[config.mk]
export PLATFORM = sky130hd
export DESIGN_NAME = multicycle_controller
export DESIGN_NICKNAME = d
export VERILOG_FILES = /design/src/rtl/controller_pkg.sv /design/src/rtl/instr_decoder.sv /design/src/rtl/multicycle_controller.sv
export SDC_FILE = /design/constraint.sdc
export NUM_CORES = 1
export LEC_CHECK = 0
export BUFFER_PORTS_ARGS = -buffer_cell sky130_fd_sc_hd__buf_2
export CORE_MARGIN = 3
export CORE_UTILIZATION = 35
export DETAILED_ROUTE_END_ITERATION = 10
export GPL_TIMING_DRIVEN = 1
export HOLD_SLACK_MARGIN = 0.08
export MAX_ROUTING_LAYER = met4
export PLACE_DENSITY_LB_ADDON = 0.12
export SYNTH_ARGS = -nofsm -noshare
export SYNTH_HDL_FRONTEND = slang
export SYNTH_SLANG_ARGS = --single-unit
export TNS_END_PERCENT = 100
[constraint.sdc]
create_clock -name Clk -period 2.8 [get_ports Clk]
set_input_delay 0.56 -clock Clk [delete_from_list [all_inputs] [get_ports Clk]]
set_output_delay 0.56 -clock Clk [all_outputs]
set_load 0.02 [all_outputs]
[src/rtl/controller_pkg.sv]
// Shared types, ALU function codes and width-independent field helpers for the
// multi-cycle controller.
package controller_pkg;

    typedef enum logic [7:0] {
        StInit   = 8'd0,
        StFetch  = 8'd1,
        StDecode = 8'd2,
        StLoadA  = 8'd3,
        StLoadB  = 8'd4,
        StStore  = 8'd5,
        StAdd    = 8'd6,
        StSub    = 8'd7,
        StBrz    = 8'd8,
        StHalt   = 8'd9
    } state_t;

    typedef enum logic [3:0] {
        OpNoop  = 4'd0,
        OpStore = 4'd1,
        OpLoad  = 4'd2,
        OpAdd   = 4'd3,
        OpSub   = 4'd4,
        OpHalt  = 4'd5,
        OpJump  = 4'd6,
        OpBrz   = 4'd7
    } opcode_t;

    localparam logic [3:0] AluPassA = 4'd0;
    localparam logic [3:0] AluAdd   = 4'd1;
    localparam logic [3:0] AluSub   = 4'd2;

    // Callers zero-extend the word to 64 bits and truncate the result to the field width.
    function automatic logic [63:0] get_field(input logic [63:0] word,
                                              input int unsigned lsb,
                                              input int unsigned width);
        logic [63:0] mask;
        mask = (width >= 64) ? '1 : ((64'd1 << width) - 64'd1);
        return (word >> lsb) & mask;
    endfunction

    function automatic logic [63:0] sext8(input logic [7:0] v);
        return {{56{v[7]}}, v};
    endfunction

endpackage

[src/rtl/instr_decoder.sv]
// Combinational split of the instruction register into opcode and operand
// fields, plus an illegal-opcode flag.
module instr_decoder
    import controller_pkg::*;
#(
    parameter int unsigned WIDTH    = 16,
    parameter int unsigned D_ADDR_W = 8,
    parameter int unsigned R_ADDR_W = 4,
    parameter int unsigned I_ADDR_W = 7
) (
    input  logic [WIDTH-1:0]    ir_i,
    output opcode_t             op_o,
    output logic                illegal_o,
    output logic [R_ADDR_W-1:0] ra_o,
    output logic [R_ADDR_W-1:0] rb_o,
    output logic [R_ADDR_W-1:0] rd_o,
    output logic [D_ADDR_W-1:0] mem_addr_o,
    output logic [R_ADDR_W-1:0] mem_reg_o,
    output logic [I_ADDR_W-1:0] jump_target_o,
    output logic [7:0]          brz_off_o
);

    localparam int unsigned OpLsb = WIDTH - 4;
    localparam int unsigned RaLsb = OpLsb - R_ADDR_W;
    localparam int unsigned RbLsb = RaLsb - R_ADDR_W;
    localparam int unsigned RdLsb = RbLsb - R_ADDR_W;

    logic [63:0] ir64;
    logic [3:0]  op_raw;

    assign ir64   = 64'(ir_i);
    assign op_raw = 4'(get_field(ir64, OpLsb, 4));

    // Codes 8..15 all carry the top opcode bit set.
    assign illegal_o     = op_raw[3];
    assign op_o          = opcode_t'(op_raw);
    assign ra_o          = R_ADDR_W'(get_field(ir64, RaLsb, R_ADDR_W));
    assign rb_o          = R_ADDR_W'(get_field(ir64, RbLsb, R_ADDR_W));
    assign rd_o          = R_ADDR_W'(get_field(ir64, RdLsb, R_ADDR_W));
    assign mem_addr_o    = D_ADDR_W'(get_field(ir64, R_ADDR_W, D_ADDR_W));
    assign mem_reg_o     = R_ADDR_W'(get_field(ir64, 0, R_ADDR_W));
    assign jump_target_o = I_ADDR_W'(get_field(ir64, 0, I_ADDR_W));
    assign brz_off_o     = 8'(get_field(ir64, 0, 8));

endmodule

[src/rtl/multicycle_controller.sv]
// Multi-cycle control FSM with handshaked instruction fetch, jump, branch-if-zero,
// halt and illegal-opcode detection. Holds the PC and IR.
module multicycle_controller
    import controller_pkg::*;
#(
    parameter int unsigned WIDTH    = 16,
    parameter int unsigned D_ADDR_W = 8,
    parameter int unsigned R_ADDR_W = 4,
    parameter int unsigned I_ADDR_W = 7
) (
    input  logic                Clk,
    input  logic                Reset,
    output logic                I_req,
    output logic [I_ADDR_W-1:0] I_addr,
    input  logic                I_ready,
    input  logic [WIDTH-1:0]    I_data,
    input  logic                ALU_zero,
    output logic [D_ADDR_W-1:0] D_addr,
    output logic                D_wr,
    output logic                RF_s,
    output logic                RF_W_en,
    output logic [R_ADDR_W-1:0] RF_W_addr,
    output logic [R_ADDR_W-1:0] RF_A_addr,
    output logic [R_ADDR_W-1:0] RF_B_addr,
    output logic [3:0]          ALU_sel,
    output logic [WIDTH-1:0]    IR_Out,
    output logic [I_ADDR_W-1:0] PC_Out,
    output logic [7:0]          State_Out,
    output logic [7:0]          NextState_Out,
    output logic                Halted,
    output logic                Illegal
);

    state_t              state_q, state_d;
    logic [I_ADDR_W-1:0] pc_q, pc_d;
    logic [WIDTH-1:0]    ir_q, ir_d;

    opcode_t             op;
    logic                op_illegal;
    logic [R_ADDR_W-1:0] ra, rb, rd, mem_reg;
    logic [D_ADDR_W-1:0] mem_addr;
    logic [I_ADDR_W-1:0] jump_target;
    logic [7:0]          brz_off;

    instr_decoder #(
        .WIDTH    (WIDTH),
        .D_ADDR_W (D_ADDR_W),
        .R_ADDR_W (R_ADDR_W),
        .I_ADDR_W (I_ADDR_W)
    ) u_decoder (
        .ir_i          (ir_q),
        .op_o          (op),
        .illegal_o     (op_illegal),
        .ra_o          (ra),
        .rb_o          (rb),
        .rd_o          (rd),
        .mem_addr_o    (mem_addr),
        .mem_reg_o     (mem_reg),
        .jump_target_o (jump_target),
        .brz_off_o     (brz_off)
    );

    always_ff @(posedge Clk) begin
        if (Reset) begin
            state_q <= StInit;
            pc_q    <= '0;
            ir_q    <= '0;
        end else begin
            state_q <= state_d;
            pc_q    <= pc_d;
            ir_q    <= ir_d;
        end
    end

    always_comb begin
        state_d   = state_q;
        pc_d      = pc_q;
        ir_d      = ir_q;
        I_req     = 1'b0;
        D_addr    = '0;
        D_wr      = 1'b0;
        RF_s      = 1'b0;
        RF_W_en   = 1'b0;
        RF_W_addr = '0;
        RF_A_addr = '0;
        RF_B_addr = '0;
        ALU_sel   = AluPassA;
        Halted    = 1'b0;
        Illegal   = 1'b0;

        unique case (state_q)
            StInit: state_d = StFetch;
            StFetch: begin
                I_req = 1'b1;
                if (I_ready) begin
                    ir_d    = I_data;
                    pc_d    = pc_q + I_ADDR_W'(1);
                    state_d = StDecode;
                end
            end
            StDecode: begin
                RF_A_addr = ra;
                RF_B_addr = rb;
                state_d   = StFetch;
                if (op_illegal) begin
                    Illegal = 1'b1;
                end else begin
                    case (op)
                        OpStore: state_d = StStore;
                        OpLoad:  state_d = StLoadA;
                        OpAdd:   state_d = StAdd;
                        OpSub:   state_d = StSub;
                        OpHalt:  state_d = StHalt;
                        OpJump:  pc_d    = jump_target;
                        OpBrz:   state_d = StBrz;
                        default: state_d = StFetch;
                    endcase
                end
            end
            StLoadA: begin
                D_addr  = mem_addr;
                state_d = StLoadB;
            end
            StLoadB: begin
                D_addr    = mem_addr;
                RF_s      = 1'b1;
                RF_W_en   = 1'b1;
                RF_W_addr = mem_reg;
                state_d   = StFetch;
            end
            StStore: begin
                D_addr    = mem_addr;
                RF_A_addr = mem_reg;
                D_wr      = 1'b1;
                state_d   = StFetch;
            end
            StAdd, StSub: begin
                RF_A_addr = ra;
                RF_B_addr = rb;
                ALU_sel   = (state_q == StAdd) ? AluAdd : AluSub;
                RF_W_en   = 1'b1;
                RF_W_addr = rd;
                state_d   = StFetch;
            end
            StBrz: begin
                RF_A_addr = ra;
                // PC already points past the branch, so the offset is relative to it.
                if (ALU_zero) pc_d = pc_q + I_ADDR_W'(sext8(brz_off));
                state_d = StFetch;
            end
            StHalt: Halted = 1'b1;
            default: state_d = StInit;
        endcase
    end

    assign I_addr        = pc_q;
    assign PC_Out        = pc_q;
    assign IR_Out        = ir_q;
    assign State_Out     = state_q;
    assign NextState_Out = state_d;

endmodule

; After elaboration in Yosys (flattened, before gate mapping)
; Index checks and enable logic that the tools add are counted.
[totals]
in_bits = 20
reg_bits = 31
word_cells = 57
output_inout_bits = 76
[op_classes]
n_eq_ne = 20
n_reduce_logical = 10
addsub = 2
muxes = 22
[ops]
columns = op, n
row1 = one-hot mux 8 bit (5 select lines), 1
row2 = "== test 8 x 3 -> 1 bit, second input constant", 4
row3 = two-way mux 7 bit, 4
row4 = one-hot mux 4 bit (6 select lines), 1
row5 = one-hot mux 7 bit (3 select lines), 1
row6 = "== test 4 x 3 -> 1 bit, second input constant", 4
row7 = "== test 8 x 2 -> 1 bit, second input constant", 2
row8 = "== test 8 x 4 -> 1 bit, second input constant", 2
row9 = two-way mux 8 bit, 2
row10 = two-way mux 4 bit, 3
row11 = OR reduction 3 bit, 3
row12 = "== test 4 x 2 -> 1 bit, second input constant", 2
row13 = "== test 8 x 1 -> 1 bit, second input constant", 1
row14 = logical NOT 8 bit, 1
row15 = "inequality test 2 bit, second input constant", 4
row16 = one-hot mux 4 bit (2 select lines), 1
row17 = "adder 7 x 1 -> 7 bit, second input constant", 1
row18 = adder 7 bit, 1
row19 = two-way mux 1 bit, 7
row20 = OR reduction 6 bit, 1
row21 = AND reduction 5 bit, 1
row22 = "== test 4 x 1 -> 1 bit, second input constant", 1
row23 = two-way mux 2 bit, 2
row24 = OR reduction 4 bit, 1
row25 = 3 further kinds, 3

; Depth between registers and ports, before layout
; Gate-level depths: netlist (run 1).
[logic_depth]
word_depth = 4
depth_mapped = 10
ltp_nobuf = 9

; Hierarchy
; A second synthesis (run 1) with hierarchy kept.
[hier_totals]
cells_unflattened = 280
area_unflattened_um2 = 2252.2
[modules_own_cells]
columns = mod, n_inst, seq_area_each_um2, area_each_um2, cells_per_inst
row1 = multicycle_controller, 1, 620.6, 1921.8, 236
row2 = instr_decoder, 1, 0.0, 330.3, 44

; Worst setup path before layout (run 1)
; OpenSTA, ideal clock, no wires.
[synth_timing]
path_kind = reg-to-reg
from = register state_q[0], in the netlist State_Out[0]
to = register pc_q[6], in the netlist I_addr[6]
path_stages_with_launch = 11
period_less_slack_ns = 3.163
t_required_ns = 2.741
setup_slack_ns = -0.363
setup_time_ns = 0.059
t_arrival_ns = 3.104
n_path_buf = 1
cell_sequence = dfxtp_1 -> clkbuf_1 -> or4b_2 -> or3_1 -> ha_1 -> fa_1 -> a211oi_1 -> o21ai_0 -> a31o_2 -> a31oi_1 -> o211a_1
[synth_via]
elab_chain_len = 3
elab_cells_between_ends = 10
cone_classes = 7 x eq/ne / 1 x mux / 2 x reduce/logical
[synth_rtl]
columns = item, line_no
row1 = "start, declared", multicycle_controller.sv:34  ; state_t state_q, state_d;
row2 = "start signal, assigned", multicycle_controller.sv:65  ; state_q <= StInit;
row3 = "start signal, assigned", multicycle_controller.sv:69  ; state_q <= state_d;
row4 = "== test 8 x 2 -> 1 bit, or another cell as far along", multicycle_controller.sv:91  ; unique case (state_q)
row5 = inequality test 2 bit (no source line) / nonzero test 3 bit (equally long branches), -
row6 = AND reduction 5 bit (no source line), -
row7 = "end signal, assigned", multicycle_controller.sv:70  ; pc_q <= pc_d;
row8 = "end, declared", multicycle_controller.sv:35  ; logic [I_ADDR_W-1:0] pc_q, pc_d;
; Several ways; a longest one is shown, not always the timed one.
; A chain may end at the register's enable or synchronous reset.

; Final worst setup path (run 1)
[layout_timing]
from = register state_q[5], in the netlist State_Out[5]
to = output NextState_Out[1]
[layout_via]
elab_chain_len = 3
elab_cells_between_ends = 12
cone_classes = 9 x eq/ne / 1 x mux / 2 x reduce/logical
[layout_rtl]
columns = item, line_no
row1 = "== test 8 x 3 -> 1 bit, or another cell as far along", multicycle_controller.sv:91
row2 = OR reduction 6 bit (no source line), -
row3 = one-hot mux 8 bit (5 select lines) (*), multicycle_controller.sv:91
row4 = "end, declared", multicycle_controller.sv:29  ; output logic [7:0] NextState_Out,
; Every way passes the cells marked *; elsewhere a longest branch is shown, timed or not.

==> qor.txt, run 1 <==
status: finished with violations
failing checks: setup timing
Syn. warnings: 0
clock root buffer: clkbuf_8
Main synth FF type: dfxtp_1
Critical Path Start Type: flip-flop
most common library cell in the layout ignoring fill and taps: buf_2
Final ANT Viol Nets: 0
Syn Area/Cell: 8.62 µm²
layout cell share with drive strength beyond 1: 41.2%
Die Height: 81.1 µm
drc violations: 0
die area: 6570 µm²
Vias: 1894
TritonRoute pass-1 iters: 4
Gate power share: 5.7%
clk_lat worst skew: 280 ps
gr usage total: 18.6%
Sw Pwr: 197 µW
setup TNS: -1.58 ps
fin. max-slew vios: 0
Buffers on Ports: 89
clock sink total: 31
internal power: 656 µW
initial antenna violation count: 0
synthesized area: 1970 µm²
Max VDD drop: 0.000163 V
max frequency: 357 MHz
DP Worst Slack: 60.2 ps
CTS tree: done
PwrDens: 325 nW/µm²
worst path arrival time: 2240 ps
design area: 2630 µm²
ant diodes: 0
Req. time, crit path: 2240 ps
# fillers: 549
Crit Path Max Fanout: 5
sequential area share after synthesis: 31.5%
max cap viols: 0
RSZ-0062 raised after global routing: true
cts bufs inserted: 5
fin crit period: 2800 ps
sequential share of power: 52.5%
final worst setup slack: -1.58 ps
clk_skew: 3.91 ps
I/O pins: 96
#FFs+latches synth: 31
Starting DRT DRC Count: 56
clock power share: 41.8%
sw frac: 23.1%
Layout area overhead: 33.2%
Vias/cell: 4.82
H-tree depth: 2
initial core utilization: 37.4%
leak pwr: 0.00132 µW
period utilization: 100%
Slew headroom: 60.4%
final hold viol count: 0
number of flops mapped to enable cells by yosys: 0
die width: 81.1 µm
first-pass GRT wire length: 8990 µm
CTS max path bufs: 2
GP Congestion: 0.789
Core ar.: 5270 µm²
Final Routed Wirelength: 5590 µm
dpl cell area: 2450 µm²
hpwl dp: 4260 µm
Synth cell types: 47
Rows: 26
Cells after Synth: 229
layout net count: 350
commonest non-fill, non-tap cells in the layout: buf_2, nor2_1, dfxtp_1
Setup CP Type: reg2out
DR WL/cell: 14.2 µm
path category of the worst min-delay check: in2reg
Pwr Total: 853 µW
worst slew pin tran: 595 ps
vias in the first global route: 1837
ys async rst share: 0%
clock slew at reported path FFs: 60 ps
final setup fails: 1
total congestion overflow: 0
nature of the critical path endpoint: primary output
largest net degree at the start of global routing: 30
==> cell usage after synthesis (2+ instances only) <==
cell,number,area [µm²]
nand2_1,10,37.5
buf_4,14,105
and2_1,17,106
a21oi_1,6,30.0
clkbuf_1,7,26.3
a22o_1,4,35.0
and2b_1,2,15.0
dfxtp_1,31,621
mux2i_1,17,170
o211ai_1,2,15.0
a21o_1,3,22.5
buf_6,3,33.8
nor4_1,2,12.5
a311oi_1,2,17.5
ha_1,6,75.1
or2_2,2,12.5
nor2_1,30,113
or4_4,2,22.5
a211oi_1,6,45.0
nand2b_1,5,31.3
o21ai_0,7,35.0
a31oi_1,4,25.0
and3_1,3,18.8
nor3_1,4,20.0
inv_1,5,18.8
o211a_1,2,20.0
nor2b_1,13,81.3
==> final cells by class <==
| class | count | area [µm²] | area share [%] |
|---|---|---|---|
| multi-input cells | 176 | 1230 | 47.0 |
| flip-flops and latches | 31 | 626 | 23.8 |
| repair buffers | 104 | 574 | 21.9 |
| well taps | 70 | 87.6 | 3.33 |
| clock buffers | 6 | 82.6 | 3.14 |
| inverters | 5 | 18.8 | 0.714 |
| clock inverters | 1 | 5.00 | 0.190 |
==> stage by stage <==
step	hold slack, ps	util [%]	std cells
finish	507	49.9	393
global route	518	49.9	393
CTS	501	49.0	392
detailed placement	519	46.6	382
global placement	516	46.6	382
floorplan	570	-	238
==> final timing paths <==
check,start,end,slack [ps],cells after the start
hold / removal,I_data[0],IR_Out[0]$_SDFFE_PP0P_,510,3
hold reg to reg,I_addr[2]$_SDFFE_PP0P_,I_addr[2]$_SDFFE_PP0P_,530,2
setup reg to reg,State_Out[0]$_SDFF_PP0_,I_addr[6]$_SDFFE_PP0P_,90,9
setup / recovery,State_Out[5]$_SDFF_PP0_,NextState_Out[1],-2,6
==> power groups by stage <==
stage	clock network (µW)	registers [µW]	logic (µW)
floorplan	0	461	28.7
global placement	0	457	46.7
detailed placement	0	457	46.7
CTS	373	447	47.8
global route	387	448	54.2
finish	356	448	48.9
==> per-layer routing <==
layer / wire, µm / vias up / track usage [%]
li1: - / 960 / -
met2: 2630 / 75 / 30.0
met3: 425 / 6 / 4.10
met1: 2460 / 853 / 23.2
met4: 74 / 0 / 5.57
met5: 0 / - / -
==> logic make-up (layout without fill, tap and decap cells) <==
kind of cell | Yosys count | count (layout) | synth area share, %
and+or+nand+nor | 97 | 97 | 27.5
AOI/OAI and AO/OA | 43 | 43 | 16.2
DFF | 31 | 31 | 31.5
buffers and inverters | 31 | 116 | 10.3
muxes | 17 | 17 | 8.62
adders and majority gates | 7 | 7 | 4.82
xor gates and xnor gates | 2 | 2 | 0.888
other | 1 | 10 | 0.190
==> registers in the layout (all words and copies together) (netlist names) <==
register / cells
IR_Out: 16
State_Out: 8
I_addr: 7
==> what timing repair did <==
| action | 4_1_cts | 5_1_grt |
|---|---|---|
| buffers inserted | 3 | 1 |
| cloned | 0 | 0 |
| hold buffers | 0 | 0 |
| pin swaps | 5 | 6 |
| resized for setup | 7 | 7 |
| setup endpoints to repair | 6 | 25 |
==> critical path: stages, from the launching register on <==
cell	delay [ps]
dfxtp_2	330
or4_4	560
buf_6	160
or4_4	500
nor2_4	120
a21o_1	160
buf_6	130
Power figures use the tool's default switching activity.
==> run 2: changes to the inputs <==
--- a/config.mk
+++ b/config.mk
@@ -11,7 +11,6 @@
 export DETAILED_ROUTE_END_ITERATION = 10
 export GPL_TIMING_DRIVEN = 1
 export HOLD_SLACK_MARGIN = 0.08
-export MAX_ROUTING_LAYER = met4
 export PLACE_DENSITY_LB_ADDON = 0.12
 export SYNTH_ARGS = -nofsm -noshare
 export SYNTH_HDL_FRONTEND = slang
==> run 2 against run 1 <==
Against the previous run:
- the flow now finishes without violations
- core utilization unchanged
- largest cell class unchanged
- combinational power about the same
- critical endpoint unchanged
- sequential share of layout area unchanged
- worst setup slack better by 1.9 ps
- first-iteration DRC count down 3.6%
- critical path depth unchanged
==> qor.txt, run 2 (synthesis results as in run 1) <==
status: complete, no violations
met3 Usage GRT: 4.66%
critical path buffer and inverter count: 2
largest net degree at the start of global routing: 30
design area: 2630 µm²
die area: 6570 µm²
PwrDens: 325 nW/µm²
initial core utilization: 37.4%
gr usage total: 18.0%
max cap viols: 0
drc violations: 0
most common library cell in the layout ignoring fill and taps: buf_2
met2 GRT Util: 30.1%
clock root buffer: clkbuf_8
final setup fails: 0
max frequency: 357 MHz
H-tree depth: 2
layout cell share with drive strength beyond 1: 41.2%
CTS max path bufs: 2
Layout area overhead: 33.2%
Max VDD drop: 0.000164 V
initial antenna violation count: 0
CP top delay family: simple AND/OR/NAND/NOR gates
Core ar.: 5270 µm²
Setup CP Type: reg2out
TritonRoute pass-1 iters: 4
Final ANT Viol Nets: 0
DR WL/cell: 14.2 µm
Vias/cell: 4.79
dpl cell area: 2450 µm²
grt met1 use: 22.7%
GP Congestion: 0.779
period utilization: 100%
I/O pins: 96
clock sink total: 31
worst stage delay on the critical path: 560 ps
clk_lat worst skew: 280 ps
hpwl dp: 4260 µm
cts bufs inserted: 5
fin. max-slew vios: 0
clock slew at reported path FFs: 70 ps
fin util: 49.9%
leak pwr: 0.00132 µW
commonest non-fill, non-tap cells in the layout: buf_2, nor2_1, dfxtp_1
ant diodes: 0
Rows: 26
vias in the first global route: 1841
Buffers on Ports: 89
die width: 81.1 µm
first-pass GRT wire length: 8980 µm
Crit Path Max Fanout: 5
Vias: 1882
Die Height: 81.1 µm
Starting DRT DRC Count: 54
Largest register FFs: 16
path category of the worst min-delay check: in2reg
Slew headroom: 60.6%
RSZ-0062 raised after global routing: true
Final Routed Wirelength: 5570 µm
slowest CP cell: or4_4
final hold viol count: 0
crit-path cells: or4_4 > buf_6 > or4_4 > nor2_4 > a21o_1 > buf_6
clk_skew: 4.13 ps
fin crit period: 2800 ps
Req. time, crit path: 2240 ps
CTS tree: done
busiest grt layer: met2
worst slew pin tran: 591 ps
Critical Path Start Type: flip-flop
worst path arrival time: 2240 ps
nature of the critical path endpoint: primary output
layout net count: 350
total congestion overflow: 0
==> run 2: cell counts in the layout (fill, tap and decap cells not counted) <==
No cell type changed its count.
==> run 2: cell type report <==
class	instances	area, µm²
fill	549	2640
multi-input combinational	176	1230
sequential	31	626
timing repair buffer	104	574
tap	70	87.6
clock buffer	6	82.6
inverter	5	18.8
clock inverter	1	5.00
==> run 2: metrics by stage <==
stage	instances	setup WS, ps	TNS [ps]	hold WS (ps)	power, µW
global placement	382	89.5	0	516	504
CTS	392	-57.6	-86.2	501	868
global route	393	-53.0	-108	518	890
finish	393	0.336	0	507	853
detailed placement	382	60.2	0	519	504
floorplan	238	-44.3	-44.3	570	490
==> run 2: layer usage <==
layer	routed length (µm)	vias to the layer above
met5	0	-
met3	459	6
met1	2430	840
li1	-	963
met4	76	0
met2	2610	73
==> run 2: repair_timing <==
item                                    4_1_cts  5_1_grt
pin swaps                                     5        6
hold buffers                                  0        0
buffers inserted                              3        1
gates cloned                                  0        0
gates resized for setup                       7        7
endpoints found under the setup margin        6       25
==> run 2: final timing paths <==
| kind | start | slack [ps] | cells past startpoint | end |
|---|---|---|---|---|
| max | State_Out[5]$_SDFF_PP0_ | 0.3 | 6 | NextState_Out[1] |
| min | I_data[0] | 510 | 3 | IR_Out[0]$_SDFFE_PP0P_ |
| max reg2reg | State_Out[0]$_SDFF_PP0_ | 90 | 9 | I_addr[6]$_SDFFE_PP0P_ |
| min reg2reg | I_addr[2]$_SDFFE_PP0P_ | 530 | 2 | I_addr[2]$_SDFFE_PP0P_ |
==> run 2: worst register-to-register path, cell delays in order (launching register included) <==
cell and delay (ps):
dfxtp_2 320, or4b_4 540, or3_1 370, ha_2 210, fa_2 390, a211oi_2 240, o21ai_2 100, a31o_2 200
a31oi_1 130, o211a_1 150
==> run 2: where the power goes <==
part / switching, µW / total [µW] / internal, µW
Clock: 164 / 357 / 193
Sequential: 3.10 / 448 / 445
Combinational: 29.9 / 48.7 / 18.8
Total: 197 / 853 / 656
==> run 3: changes to the inputs <==
--- a/config.mk
+++ b/config.mk
@@ -6,6 +6,8 @@
 export NUM_CORES = 1
 export LEC_CHECK = 0
 export BUFFER_PORTS_ARGS = -buffer_cell sky130_fd_sc_hd__buf_2
+export CAP_MARGIN = 0
+export CORE_ASPECT_RATIO = 0.8
 export CORE_MARGIN = 3
 export CORE_UTILIZATION = 35
 export DETAILED_ROUTE_END_ITERATION = 10
==> run 3 against run 2 <==
Against the previous run:
- die area about the same
- core utilization is 1.6 points higher
- combinational power is essentially flat
- final cell count increased by 2.5%
- worst hold slack worse by 2.9 ps
- critical path depth did not move
- largest cell class unchanged
- largest power group unchanged
- highest routed layer unchanged
==> qor.txt, run 3 (synthesis results as in run 1) <==
cts bufs inserted: 5
gr usage total: 18.1%
Final Routed Wirelength: 6040 µm
path category of the worst min-delay check: reg2reg
DR WL/cell: 15.0 µm
total congestion overflow: 0
sw frac: 22.2%
status: complete, no violations
sequential share of power: 50.6%
final hold viol count: 0
Vias: 1944
worst path arrival time: 2220 ps
Layout area overhead: 36.7%
Placed Cells: 391
initial core utilization: 37.7%
Die Height: 73.2 µm
PwrDens: 328 nW/µm²
final setup fails: 0
leak pwr: 0.00135 µW
CTS tree: done
layout cell share with drive strength beyond 1: 41.8%
Buffers on Ports: 89
Sw Pwr: 196 µW
Gate power share: 5.5%
Max VDD drop: 0.000138 V
drc violations: 0
GP Congestion: 0.837
dpl cell area: 2490 µm²
fin. max-slew vios: 0
Vias/cell: 4.82
CTS Hold Bufs: 0
layout net count: 354
Core ar.: 5240 µm²
period utilization: 99.2%
largest net degree at the start of global routing: 30
design area: 2700 µm²
die width: 89.9 µm
Slew headroom: 58.5%
clk_lat worst skew: 280 ps
internal power: 688 µW
clock power share: 43.8%
Crit Path Max Fanout: 4
I/O pins: 96
Final ANT Viol Nets: 0
Starting DRT DRC Count: 114
Largest register FFs: 16
nature of the critical path endpoint: primary output
Req. time, crit path: 2240 ps
fin crit period: 2780 ps
Hold Slack: 505 ps
Critical Path Start Type: flip-flop
# fillers: 540
clock slew at reported path FFs: 70 ps
commonest non-fill, non-tap cells in the layout: buf_2, nor2_1, dfxtp_1
hpwl dp: 4570 µm
max cap viols: 0
max frequency: 360 MHz
Pwr Total: 884 µW
non-filler cells, final: 403
Rows: 23
CTS max path bufs: 2
fin util: 51.5%
TritonRoute pass-1 iters: 5
RSZ-0062 raised after global routing: true
first-pass GRT wire length: 9270 µm
die area: 6580 µm²
ant diodes: 0
clock sink total: 31
vias in the first global route: 1727
most common library cell in the layout ignoring fill and taps: buf_2
initial antenna violation count: 0
worst slew pin tran: 622 ps
Setup CP Type: reg2out
clk_skew: 4.91 ps
H-tree depth: 2
clock root buffer: clkbuf_8
run 3: cell type report:
class	count	area (µm²)	share of cell area [%]
Timing Repair Buffer	108	604	22.4
Tap cell	75	93.8	3.48
Multi-Input combinational cell	176	1250	46.5
Sequential cell	31	624	23.2
Clock buffer	8	100	3.71
Inverter	5	18.8	0.696
run 3: through the flow:
stage	setup TNS, ps	setup WS, ps
2_1_floorplan	-44.3	-44.3
3_3_place_gp	0	101
3_5_place_dp	0	32.9
4_1_cts	-35.8	-35.8
5_1_grt	-134	-37.2
6_report	0	22.2
run 3: power by group through the flow:
stage	logic, µW	clock network [µW]	registers [µW]
4_1_cts	49.0	400	447
6_report	48.9	387	447
2_1_floorplan	28.7	0	461
5_1_grt	53.1	419	447
3_5_place_dp	46.8	0	457
3_3_place_gp	46.5	0	457
run 3: final timing paths:
| path | start | to | slack [ps] | depth (start not counted) |
|---|---|---|---|---|
| setup / recovery | State_Out[6]$_SDFF_PP0_ | NextState_Out[1] | 20 | 6 |
| hold reg to reg | I_addr[2]$_SDFFE_PP0P_ | I_addr[2]$_SDFFE_PP0P_ | 500 | 2 |
| hold / removal | I_addr[2]$_SDFFE_PP0P_ | I_addr[2]$_SDFFE_PP0P_ | 500 | 2 |
| setup reg to reg | State_Out[6]$_SDFF_PP0_ | I_addr[5]$_SDFFE_PP0P_ | 30 | 10 |
run 3: critical path: stages (launching register included):
cell and delay, ps:
dfxtp_2 320, or4_4 550, buf_6 150, or4_4 510, nor2_4 110, a21o_1 170
buf_6 130
run 3: layer usage:
layer  global-route usage [%]  vias up  wire [µm]
li1                         -      969          -
met1                     27.1      883       2970
met2                     25.0       85       2490
met4                     4.58        0         52
met5                        0        -          0
met3                     5.26        7        516
run 3: timing repair:
action / CTS / global route
resized for setup: 10 / 6
pin swaps: 4 / 7
setup endpoints to repair: 18 / 10
setup buffers: 3 / 1
